**src/rtl/alarm_pkg.sv**
```systemverilog
// Package alarm_pkg
// Shared definitions for the alarm path. These include the state encoding, the
// bit positions of the BCD fields in the packed 13-bit time, the wrap limits,
// the packed time type (also used by the alarm register and the comparator),
// and a legality check for captured times.
package alarm_pkg;

    // Edit-session state encoding
    localparam logic [1:0] IDLE      = 2'd0;
    localparam logic [1:0] EDIT_HOUR = 2'd1;
    localparam logic [1:0] EDIT_MIN  = 2'd2;

    typedef enum logic [1:0] {
        S_IDLE      = IDLE,
        S_EDIT_HOUR = EDIT_HOUR,
        S_EDIT_MIN  = EDIT_MIN
    } state_e;

    // LSB positions of each BCD digit in the packed time {Ht, Hu, Mt, Mu}
    localparam int HT_LSB = 11;
    localparam int HU_LSB = 7;
    localparam int MT_LSB = 4;
    localparam int MU_LSB = 0;

    localparam logic [6:0] MAX_HOUR = 7'd23;
    localparam logic [6:0] MAX_MIN  = 7'd59;

    typedef struct packed {
        logic [1:0] ht;
        logic [3:0] hu;
        logic [2:0] mt;
        logic [3:0] mu;
    } bcd_time_t;

    // A time is legal when every digit is in range and hours do not exceed 23.
    function automatic logic is_valid_time(input bcd_time_t t);
        logic ok;
        ok = (t.ht <= 2'd2) && (t.hu <= 4'd9) && (t.mt <= 3'd5) && (t.mu <= 4'd9)
             && !((t.ht == 2'd2) && (t.hu > 4'd3));
        return ok;
    endfunction

endpackage

```
**src/rtl/bcd2_inc.sv**
```systemverilog
// Module bcd2_inc
// A combinational two-digit BCD incrementer with a wrap limit.
//   tens_in   [TENS_W-1:0]  tens digit of the current value
//   units_in  [3:0]         units digit of the current value
//   max_val   [6:0]         binary value at which the next increment wraps to 00
//   tens_out  [TENS_W-1:0]  tens digit of the incremented value
//   units_out [3:0]         units digit of the incremented value
module bcd2_inc #(
    parameter int TENS_W = 3
) (
    input  logic [TENS_W-1:0] tens_in,
    input  logic [3:0]        units_in,
    input  logic [6:0]        max_val,
    output logic [TENS_W-1:0] tens_out,
    output logic [3:0]        units_out
);

    logic [6:0] value;

    always_comb begin
        // NOTE: every output gets a default first so no path through the block leaves it unassigned (no latch).
        value     = 7'(tens_in) * 7'd10 + 7'(units_in);
        tens_out  = tens_in;
        units_out = units_in + 4'd1;
        // The wrap is judged on the combined value so that hours wrap at 23, not at x9.
        if (value >= max_val) begin
            tens_out  = '0;
            units_out = '0;
        end else if (units_in >= 4'd9) begin
            tens_out  = tens_in + TENS_W'(1);
            units_out = '0;
        end
    end

endmodule

```
**src/rtl/alarm_time_setter.sv**
```systemverilog
// Module alarm_time_setter
// This block edits a 24-hour BCD HH:MM alarm time using two debounced buttons.
// Each edit session starts from the alarm register's current value. It steps
// through the hour and minute fields, and a write strobe commits the result.
// Optional build macro: AUTO_REPEAT_EN. When it is defined, holding inc
// auto-repeats the increment.
//   clock      system clock, rising edge
//   clear      synchronous active-high reset
//   mode_btn   debounced level; a rising edge advances the state
//   inc_btn    debounced level; a rising edge increments the active field
//   time_in    [12:0] register Q feedback, {Ht[12:11], Hu[10:7], Mt[6:4], Mu[3:0]}
//   time_out   [12:0] working value to register D (registered)
//   load       one-cycle register write enable (registered)
//   edit_hour  high while editing hours (registered)
//   edit_min   high while editing minutes (registered)
module alarm_time_setter
    import alarm_pkg::*;
#(
    parameter int TIMEOUT_CYCLES = 1000,
    parameter int REPEAT_DELAY   = 50,
    parameter int REPEAT_PERIOD  = 10
) (
    input  logic        clock,
    input  logic        clear,
    input  logic        mode_btn,
    input  logic        inc_btn,
    input  logic [12:0] time_in,
    output logic [12:0] time_out,
    output logic        load,
    output logic        edit_hour,
    output logic        edit_min
);

    localparam int TO_W = $clog2(TIMEOUT_CYCLES + 1);
    localparam logic [TO_W-1:0] TO_LAST = TO_W'(TIMEOUT_CYCLES - 1);

    // The auto-repeat reload scheme needs a period no longer than delay+1.
    if (TIMEOUT_CYCLES < 2 || REPEAT_PERIOD < 1 || REPEAT_PERIOD > REPEAT_DELAY + 1) begin : g_bad_cfg
        $error("alarm_time_setter: unsupported TIMEOUT_CYCLES/REPEAT_DELAY/REPEAT_PERIOD");
    end

    state_e          state_q, state_d;
    logic [12:0]     time_q, time_d;
    logic            load_q, load_d;
    logic            edit_hour_q, edit_hour_d;
    logic            edit_min_q, edit_min_d;
    logic [TO_W-1:0] to_cnt_q, to_cnt_d;
    logic            mode_prev_q, mode_prev_d;
    logic            inc_prev_q, inc_prev_d;

    logic            mode_edge, inc_edge, rep_fire, bump, activity;
    logic [1:0]      hour_tens_nx;
    logic [3:0]      hour_units_nx;
    logic [2:0]      min_tens_nx;
    logic [3:0]      min_units_nx;

    bcd2_inc #(.TENS_W(2)) u_hour_inc (
        .tens_in   (time_q[HT_LSB +: 2]),
        .units_in  (time_q[HU_LSB +: 4]),
        .max_val   (MAX_HOUR),
        .tens_out  (hour_tens_nx),
        .units_out (hour_units_nx)
    );

    bcd2_inc #(.TENS_W(3)) u_min_inc (
        .tens_in   (time_q[MT_LSB +: 3]),
        .units_in  (time_q[MU_LSB +: 4]),
        .max_val   (MAX_MIN),
        .tens_out  (min_tens_nx),
        .units_out (min_units_nx)
    );

`ifdef AUTO_REPEAT_EN
    localparam int HOLD_W = $clog2(REPEAT_DELAY + 2);
    localparam logic [HOLD_W-1:0] HOLD_FIRE   = HOLD_W'(REPEAT_DELAY);
    // After a repeat the counter restarts so that it reaches HOLD_FIRE again after REPEAT_PERIOD cycles.
    localparam logic [HOLD_W-1:0] HOLD_RELOAD = HOLD_W'(REPEAT_DELAY + 1 - REPEAT_PERIOD);

    logic [HOLD_W-1:0] hold_cnt_q, hold_cnt_d;

    always_comb begin
        rep_fire   = 1'b0;
        hold_cnt_d = '0;
        if (inc_btn && (state_q != S_IDLE)) begin
            if (hold_cnt_q == HOLD_FIRE) begin
                rep_fire   = 1'b1;
                hold_cnt_d = HOLD_RELOAD;
            end else begin
                hold_cnt_d = hold_cnt_q + HOLD_W'(1);
            end
        end
        // Leaving the state (mode edge or timeout) restarts the hold count.
        if (state_d != state_q) begin
            hold_cnt_d = '0;
        end
    end

    always_ff @(posedge clock) begin
        if (clear) begin
            hold_cnt_q <= '0;
        end else begin
            hold_cnt_q <= hold_cnt_d;
        end
    end
`else
    assign rep_fire = 1'b0;
`endif

    always_comb begin
        mode_edge   = mode_btn & ~mode_prev_q;
        inc_edge    = inc_btn & ~inc_prev_q;
        // If mode and inc arrive together, mode takes priority and the increment is dropped.
        bump        = (inc_edge | rep_fire) & ~mode_edge;
        mode_prev_d = mode_btn;
        inc_prev_d  = inc_btn;

        state_d = state_q;
        time_d  = time_q;
        load_d  = 1'b0;

        case (state_q)
            S_IDLE: begin
                if (mode_edge) begin
                    state_d = S_EDIT_HOUR;
                    time_d  = is_valid_time(bcd_time_t'(time_in)) ? time_in : 13'b0;
                end
            end
            S_EDIT_HOUR: begin
                if (mode_edge) begin
                    state_d = S_EDIT_MIN;
                end else if (bump) begin
                    time_d[HT_LSB +: 2] = hour_tens_nx;
                    time_d[HU_LSB +: 4] = hour_units_nx;
                end else if (to_cnt_q == TO_LAST) begin
                    state_d = S_IDLE;
                end
            end
            S_EDIT_MIN: begin
                if (mode_edge) begin
                    state_d = S_IDLE;
                    load_d  = 1'b1;
                end else if (bump) begin
                    time_d[MT_LSB +: 3] = min_tens_nx;
                    time_d[MU_LSB +: 4] = min_units_nx;
                end else if (to_cnt_q == TO_LAST) begin
                    state_d = S_IDLE;
                end
            end
            default: state_d = S_IDLE;
        endcase

        activity   = mode_edge | inc_edge | rep_fire | (state_d != state_q);
        to_cnt_d   = (activity || (state_q == S_IDLE)) ? '0 : to_cnt_q + TO_W'(1);
        edit_hour_d = (state_d == S_EDIT_HOUR);
        edit_min_d  = (state_d == S_EDIT_MIN);
    end

    always_ff @(posedge clock) begin
        // NOTE: sequential state uses non-blocking assignments so every flop samples pre-edge values.
        if (clear) begin
            state_q     <= S_IDLE;
            time_q      <= '0;
            load_q      <= 1'b0;
            edit_hour_q <= 1'b0;
            edit_min_q  <= 1'b0;
            to_cnt_q    <= '0;
            mode_prev_q <= 1'b0;
            inc_prev_q  <= 1'b0;
        end else begin
            state_q     <= state_d;
            time_q      <= time_d;
            load_q      <= load_d;
            edit_hour_q <= edit_hour_d;
            edit_min_q  <= edit_min_d;
            to_cnt_q    <= to_cnt_d;
            mode_prev_q <= mode_prev_d;
            inc_prev_q  <= inc_prev_d;
        end
    end

    assign time_out  = time_q;
    assign load      = load_q;
    assign edit_hour = edit_hour_q;
    assign edit_min  = edit_min_q;

endmodule

```
**config.mk**
```make
export PLATFORM = sky130hd
export DESIGN_NAME = alarm_time_setter
export DESIGN_NICKNAME = d
export VERILOG_FILES = /design/src/rtl/alarm_pkg.sv /design/src/rtl/bcd2_inc.sv /design/src/rtl/alarm_time_setter.sv
export SDC_FILE = /design/constraint.sdc
export NUM_CORES = 1
export LEC_CHECK = 0
export CAP_MARGIN = 30
export CORE_UTILIZATION = 40
export DETAILED_ROUTE_END_ITERATION = 8
export GPL_TIMING_DRIVEN = 1
export PLACE_DENSITY = 0.65
export SLEW_MARGIN = 20
export SYNTH_ARGS = -nofsm -noshare
export SYNTH_HDL_FRONTEND = slang
export SYNTH_SLANG_ARGS = --single-unit
```
**constraint.sdc**
```tcl
create_clock -name clock -period 3.2 [get_ports clock]
set_clock_uncertainty 0.2 [all_clocks]
set_input_delay 0.64 -clock clock [delete_from_list [all_inputs] [get_ports clock]]
set_output_delay 0.64 -clock clock [all_outputs]
set_load 0.005 [all_outputs]
```
==> run metrics, run 1 <==
run status complete, no violations; number of vias per cell roughly 5.6; cell area power density roughly 400 nW/um2; total number of H-tree levels 2; RSZ-0062 raised after global routing false; most frequent cells in the layout sky130_fd_sc_hd__clkdlybuf4s50_1, sky130_fd_sc_hd__dfxtp_1, sky130_fd_sc_hd__nor2_1; most prevalent standard cell on the critical path sky130_fd_sc_hd__ha_1; Worst-Skew Late Latency around 270 ps; switching power of the nets about 250 uW; Worst Max-Slew Pin Slew between 800 and 900 ps; Clock Pin Slew Worst Setup and Hold Paths 60 ps; Post-Syn Area per Cell roughly 8.8 um2; fmax about 360 MHz; wire length on met1 1.974 mm; smallest hold slack approximately 250 ps; worst setup path class flip-flop to flip-flop; arrival time at the worst endpoint about 2800 ps; clock network power share 0.377; main combinational cell family by area after synthesis compound AO/OA/AOI/OAI gates; drt first pass iters 4; clock tree from TritonCTS done; type of element capturing the critical path flip-flop; number of clock buffers inserted by TritonCTS 5; Synth Cell Area between 1500 and 2000 um2; total setup buffers inserted after CTS 0; shortest period the worst path allows ~2800 ps; post-synthesis share of cell area spent on and, or, nand and nor gates 0.2015; placeable core region 4414 um2; maximum ir drop on the vdd rail about 0.28 mV; overall die height approximately 70 um; gpl congestion 0.8493; critical path required time around 3200 ps; finished layout cell area roughly 2300 um2; HPWL after detailed placement about 3.0 mm; 1st-iter DRT viols roughly 100; Tot Pwr 949.7 uW; count of port buffers added during placement 32; global route total overflow 0; diode insertion count for antenna repair 0; Synth Area in Adders 0.1424; initial antenna violation count 0; final setup violating endpoints 0; effective utilization at floorplan 0.4221; fraction of final layout cells with drive strength greater than 1 0.07600; Placed Instance Area between 2000 and 2500 um2; die area 4934 um2; number of distinct library cells after synthesis 46; logic gate share of total power 0.186; uppermost routed layer met4; number of sinks driven by the clock tree 30; synthesized-area fraction occupied by ao, oa, aoi and oai cells 0.2344; via total after detailed routing 1691; std cell rows 24; Max Fanout on Critical Path 10; via count of the first global-routing pass about 1500; # hold bufs at CTS 0; Nets roughly 290; root buffer cell sky130_fd_sc_hd__clkbuf_8; synth top area cells sky130_fd_sc_hd__dfxtp_1, sky130_fd_sc_hd__ha_1, sky130_fd_sc_hd__nor2_1; worst min-delay path class flip-flop to flip-flop; number of maximum-capacitance constraint violations 0; synthesized-area fraction occupied by xor and xnor cells 0.05641; headroom to the max-slew limit 0.4604; register area share after synthesis 0.3224; worst reg-to-reg setup slack ~430 ps; routed wire length on met3 around 150 um; element type at the critical path start flip-flop; total of cells resized after clock tree synthesis 0; fill cell total of the finished layout 419; wire length of the first global-routing pass a little over 7 mm; Final Max Tran Viols 0; fraction of power consumed by sequential logic 0.437; TNS Setup 0 ps; Critical Path Max Stage Delay roughly 450 ps; YS warnings 0; total routed wirelength around 4.2 mm; leakage power around 0.00089 uW; mux contribution to synthesized area 0; WL/cell 13.80 um; total global routing track utilization 0.1770; Storage cell area 600.6 um2; switching share of power 0.2657; top cell type by total area after synthesis sky130_fd_sc_hd__dfxtp_1; endpoints failing hold 0; Die X-Extent 70.25 um; final worst path period share 0.8642; growth of design area from synthesis to finish 25.92%; commonest non-fill, non-tap cell in the layout sky130_fd_sc_hd__clkdlybuf4s50_1; #FFs+latches synth 30; cell breakdown of the critical path ha_1 -> ha_1 -> a21oi_1 -> a211oi_1 -> xnor2_1 -> and3_1 -> o21ai_0 -> a221oi_1; remaining number of nets flagged by the antenna check after routing 0; internal power 697.4 uW; Max Buffers Root-to-Sink 2; slowest stage cell on the critical path sky130_fd_sc_hd__dfxtp_1; DRC violation count after routing 0; syn_nets approximately 250; area taken by multi-input logic gates about 1200 um2; number of instances in the synthesized netlist between 200 and 250; met2 routed WL roughly 2.0 mm; fraction of synthesized cell area taken by the top area cell type 0.3224; I/O pin cnt 33; pin count of the biggest net entering global routing 18
path summary, 6_finish.rpt:
kind | start | endpoint | depth (start not counted)
worst max-delay path | time_out[6]$_SDFFE_PP0P_ | time_out[5]$_SDFFE_PP0P_ | 8
worst min-delay path | to_cnt_q[0]$_SDFF_PP0_ | to_cnt_q[0]$_SDFF_PP0_ | 1
worst max register to register | time_out[6]$_SDFFE_PP0P_ | time_out[5]$_SDFFE_PP0P_ | 8
worst min register to register | to_cnt_q[0]$_SDFF_PP0_ | to_cnt_q[0]$_SDFF_PP0_ | 1
synth_stat cells (all sizes together):
cell type and instances:
o311ai 1, or3b 2, nand2 12, dfxtp 30, nor3b 2, nand2b 3
nand4 2, o32a 1, o41a 1, or3 1, nor2 19, a22oi 3
nand3b 1, clkbuf 2, o31ai 2, o32ai 1, xnor2 6, xor2 6
a21o 3, dlygate4sd1 1, a221oi 7, a31oi 3, nand3 12, buf 2
a21oi 12, o2111ai 1, a2bb2oi 1, and3 2, and2 2, a2111oi 1
o221ai 2, fa 2, o211a 1, inv 12, or2 2, ha 18
a211oi 7, o21a 1, nor2b 9, o21ai 6, o22ai 1, a311oi 1
a32oi 3, nor3 5
layout make-up:
cell class	count	area share
multi-input cells	165	0.5040
flip-flops and latches	30	0.2560
repair buffers	35	0.1461
well taps	52	0.02773
inverters	12	0.01920
clock buffers	8	0.04693
metrics by stage:
| stage | util | worst slack [ps] | cells |
|---|---|---|---|
| 2_1_floorplan | - | 679.2 | 212 |
| 3_3_place_gp | 0.5065 | 497.4 | 294 |
| 3_5_place_dp | 0.5065 | 460.6 | 294 |
| 4_1_cts | 0.5315 | 438.5 | 302 |
| 5_1_grt | 0.5315 | 209.4 | 302 |
| 6_report | 0.5315 | 434.5 | 302 |
registers in the layout, indices dropped and copies added, names as in the netlist:
name         count
mode_prev_q      1
edit_min         1
edit_hour        1
time_out        13
to_cnt_q        10
inc_prev_q       1
load             1
state_q          2
cells by family (layout without fill, tap and decap cells):
family / count (synthesis) / after routing
flops: 30 / 30
simple gates: 74 / 74
xor+xnor: 12 / 12
compound gates: 59 / 59
buf+inv: 17 / 55
fa+ha+maj: 20 / 20
power by group through the flow:
stage | Sequential, uW | Combinational [uW] | Clock, uW
6_report | 415 | 177 | 358
5_1_grt | 419 | 196 | 384
4_1_cts | 415 | 176 | 366
3_5_place_dp | 423 | 175 | 0
3_3_place_gp | 423 | 172 | 0
2_1_floorplan | 419 | 103 | 0
worst max-delay path, delay by kind of cell, from the launching register on:
kind                       cells  cell delay, ps
AOI/OAI and AO/OA              4             870
xor gates and xnor gates       1             150
adders and majority gates      2             610
DFF                            1             450
and+or+nand+nor                1             390
layer usage:
metal / global-route usage / vias up
li1: - / 856
met1: 0.2287 / 792
met2: 0.2847 / 37
met3: 0.05339 / 6
met4: 0.04889 / 0
met5: 0 / -
(Power assumes the default switching activity.)
==> run 2: changes to the inputs <==
- CTS_BUF_LIST: default -> sky130_fd_sc_hd__clkbuf_16
==> run metrics, run 2 (synthesis results as in run 1) <==
growth of design area from synthesis to finish 27.33%; placeable core region around 4400 um2; final worst path period share 0.8604; commonest non-fill, non-tap cell in the layout sky130_fd_sc_hd__clkdlybuf4s50_1; gpl congestion 0.8493; DRC violation count after routing 0; TNS Setup 0 ps; Max Fanout on Critical Path 10; total of cells resized after clock tree synthesis 0; diode insertion count for antenna repair 0; worst setup path class flip-flop to flip-flop; HPWL after detailed placement 3.048 mm; overall die height about 70 um; Final Util 0.5374; # hold bufs at CTS 0; number of flip-flops under the largest register name 13; via count of the first global-routing pass around 1600; maximum ir drop on the vdd rail 0.3571 mV; remaining number of nets flagged by the antenna check after routing 0; critical path required time 3180 ps; shortest period the worst path allows between 2000 and 3000 ps; pin count of the biggest net entering global routing 18; total routed wirelength 4.149 mm; root buffer cell sky130_fd_sc_hd__clkbuf_16; via total after detailed routing roughly 1700; fmax between 300 and 400 MHz; std cell rows 24; wire length of the first global-routing pass a little over 7 mm; total setup buffers inserted after CTS 0; Worst-Skew Late Latency 270 ps; initial antenna violation count 0; leakage power around 0.0009 uW; clock tree from TritonCTS done; total number of H-tree levels 2; fill cell total of the finished layout between 400 and 500; final setup violating endpoints 0; Final Max Tran Viols 0; arrival time at the worst endpoint about 2700 ps; type of element capturing the critical path flip-flop; headroom to the max-slew limit 0.4590; number of maximum-capacitance constraint violations 0; endpoints failing hold 0; run status complete, no violations; Tot Pwr roughly 1000 uW; total global routing track utilization 0.1782; global route total overflow 0; Die X-Extent 70.25 um; I/O pin cnt 33; number of sinks driven by the clock tree 30; effective utilization at floorplan 0.4221; cell area power density 433.0 nW/um2; WL/cell roughly 14 um; RSZ-0062 raised after global routing false; Nets about 290; Max Buffers Root-to-Sink 2; fraction of final layout cells with drive strength greater than 1 0.06400; die area 4934 um2; 1st-iter DRT viols 77; element type at the critical path start flip-flop; worst min-delay path class flip-flop to flip-flop; drt first pass iters 4; number of clock buffers inserted by TritonCTS 5; Worst Max-Slew Pin Slew roughly 800 ps; Clock Pin Slew Worst Setup and Hold Paths approximately 50 ps; number of vias per cell roughly 5.6; most frequent cells in the layout sky130_fd_sc_hd__clkdlybuf4s50_1, sky130_fd_sc_hd__dfxtp_1, sky130_fd_sc_hd__nor2_1; count of port buffers added during placement 32
-- run 2: cell count changes in the layout (fill, tap and decap cells not counted) --
cell,previous run,this run
sky130_fd_sc_hd__clkbuf_16,0,5
sky130_fd_sc_hd__clkinv_1,0,3
sky130_fd_sc_hd__clkbuf_8,8,0
-- run 2: critical path, stage by stage (launching register included) --
cell and delay [ps]:
sky130_fd_sc_hd__dfxtp_1 440, sky130_fd_sc_hd__ha_1 300, sky130_fd_sc_hd__ha_1 310, sky130_fd_sc_hd__a21oi_1 100, sky130_fd_sc_hd__a211oi_1 330, sky130_fd_sc_hd__xnor2_1 150
sky130_fd_sc_hd__and3_1 380, sky130_fd_sc_hd__o21ai_0 160, sky130_fd_sc_hd__a221oi_1 280
-- run 2: layout make-up --
cell class	instances	area, um2	area share
inverters	12	45.04	0.01899
well taps	52	65.06	0.02743
flip-flops and latches	30	600.6	0.2532
multi-input cells	165	1182	0.4984
clock inverters	3	11.26	0.004747
repair buffers	35	342.8	0.1445
clock buffers	5	125.1	0.05274
-- run 2: path summary, 6_finish.rpt --
check / depth (start not counted) / startpoint / end / slack (ps)
max: 8 / time_out[6]$_SDFFE_PP0P_ / time_out[5]$_SDFFE_PP0P_ / 450
min: 1 / to_cnt_q[0]$_SDFF_PP0_ / to_cnt_q[0]$_SDFF_PP0_ / 240
max reg2reg: 8 / time_out[6]$_SDFFE_PP0P_ / time_out[5]$_SDFFE_PP0P_ / 450
min reg2reg: 1 / to_cnt_q[0]$_SDFF_PP0_ / to_cnt_q[0]$_SDFF_PP0_ / 240
-- run 2: through the flow --
| stage | instance area (um2) | hold WS (ps) | std cells | setup WS, ps |
|---|---|---|---|---|
| detailed placement | 2236 | 242.1 | 294 | 460.6 |
| floorplan | 1863 | 217.5 | 212 | 679.2 |
| CTS | 2372 | 249.3 | 302 | 441.8 |
| global placement | 2236 | 233.2 | 294 | 497.4 |
| finish | 2372 | 244.7 | 302 | 446.8 |
| global route | 2372 | 282.0 | 302 | 212.9 |
-- run 2: routing by layer --
metal / routed length (um) / up-vias / global-route usage / part of all wire
li1: - / 859 / - / -
met1: 1926 / 787 / 0.2276 / 0.46
met2: 2001 / 33 / 0.2878 / 0.48
met3: 151 / 9 / 0.04040 / 0.036
met4: 69 / 0 / 0.07333 / 0.017
met5: 0 / - / 0 / 0
-- run 2: power breakdown --
group	internal, uW	switching (uW)
Sequential	391	25.0
Clock	279	156
Combinational	90.2	85.6
Total	760	267
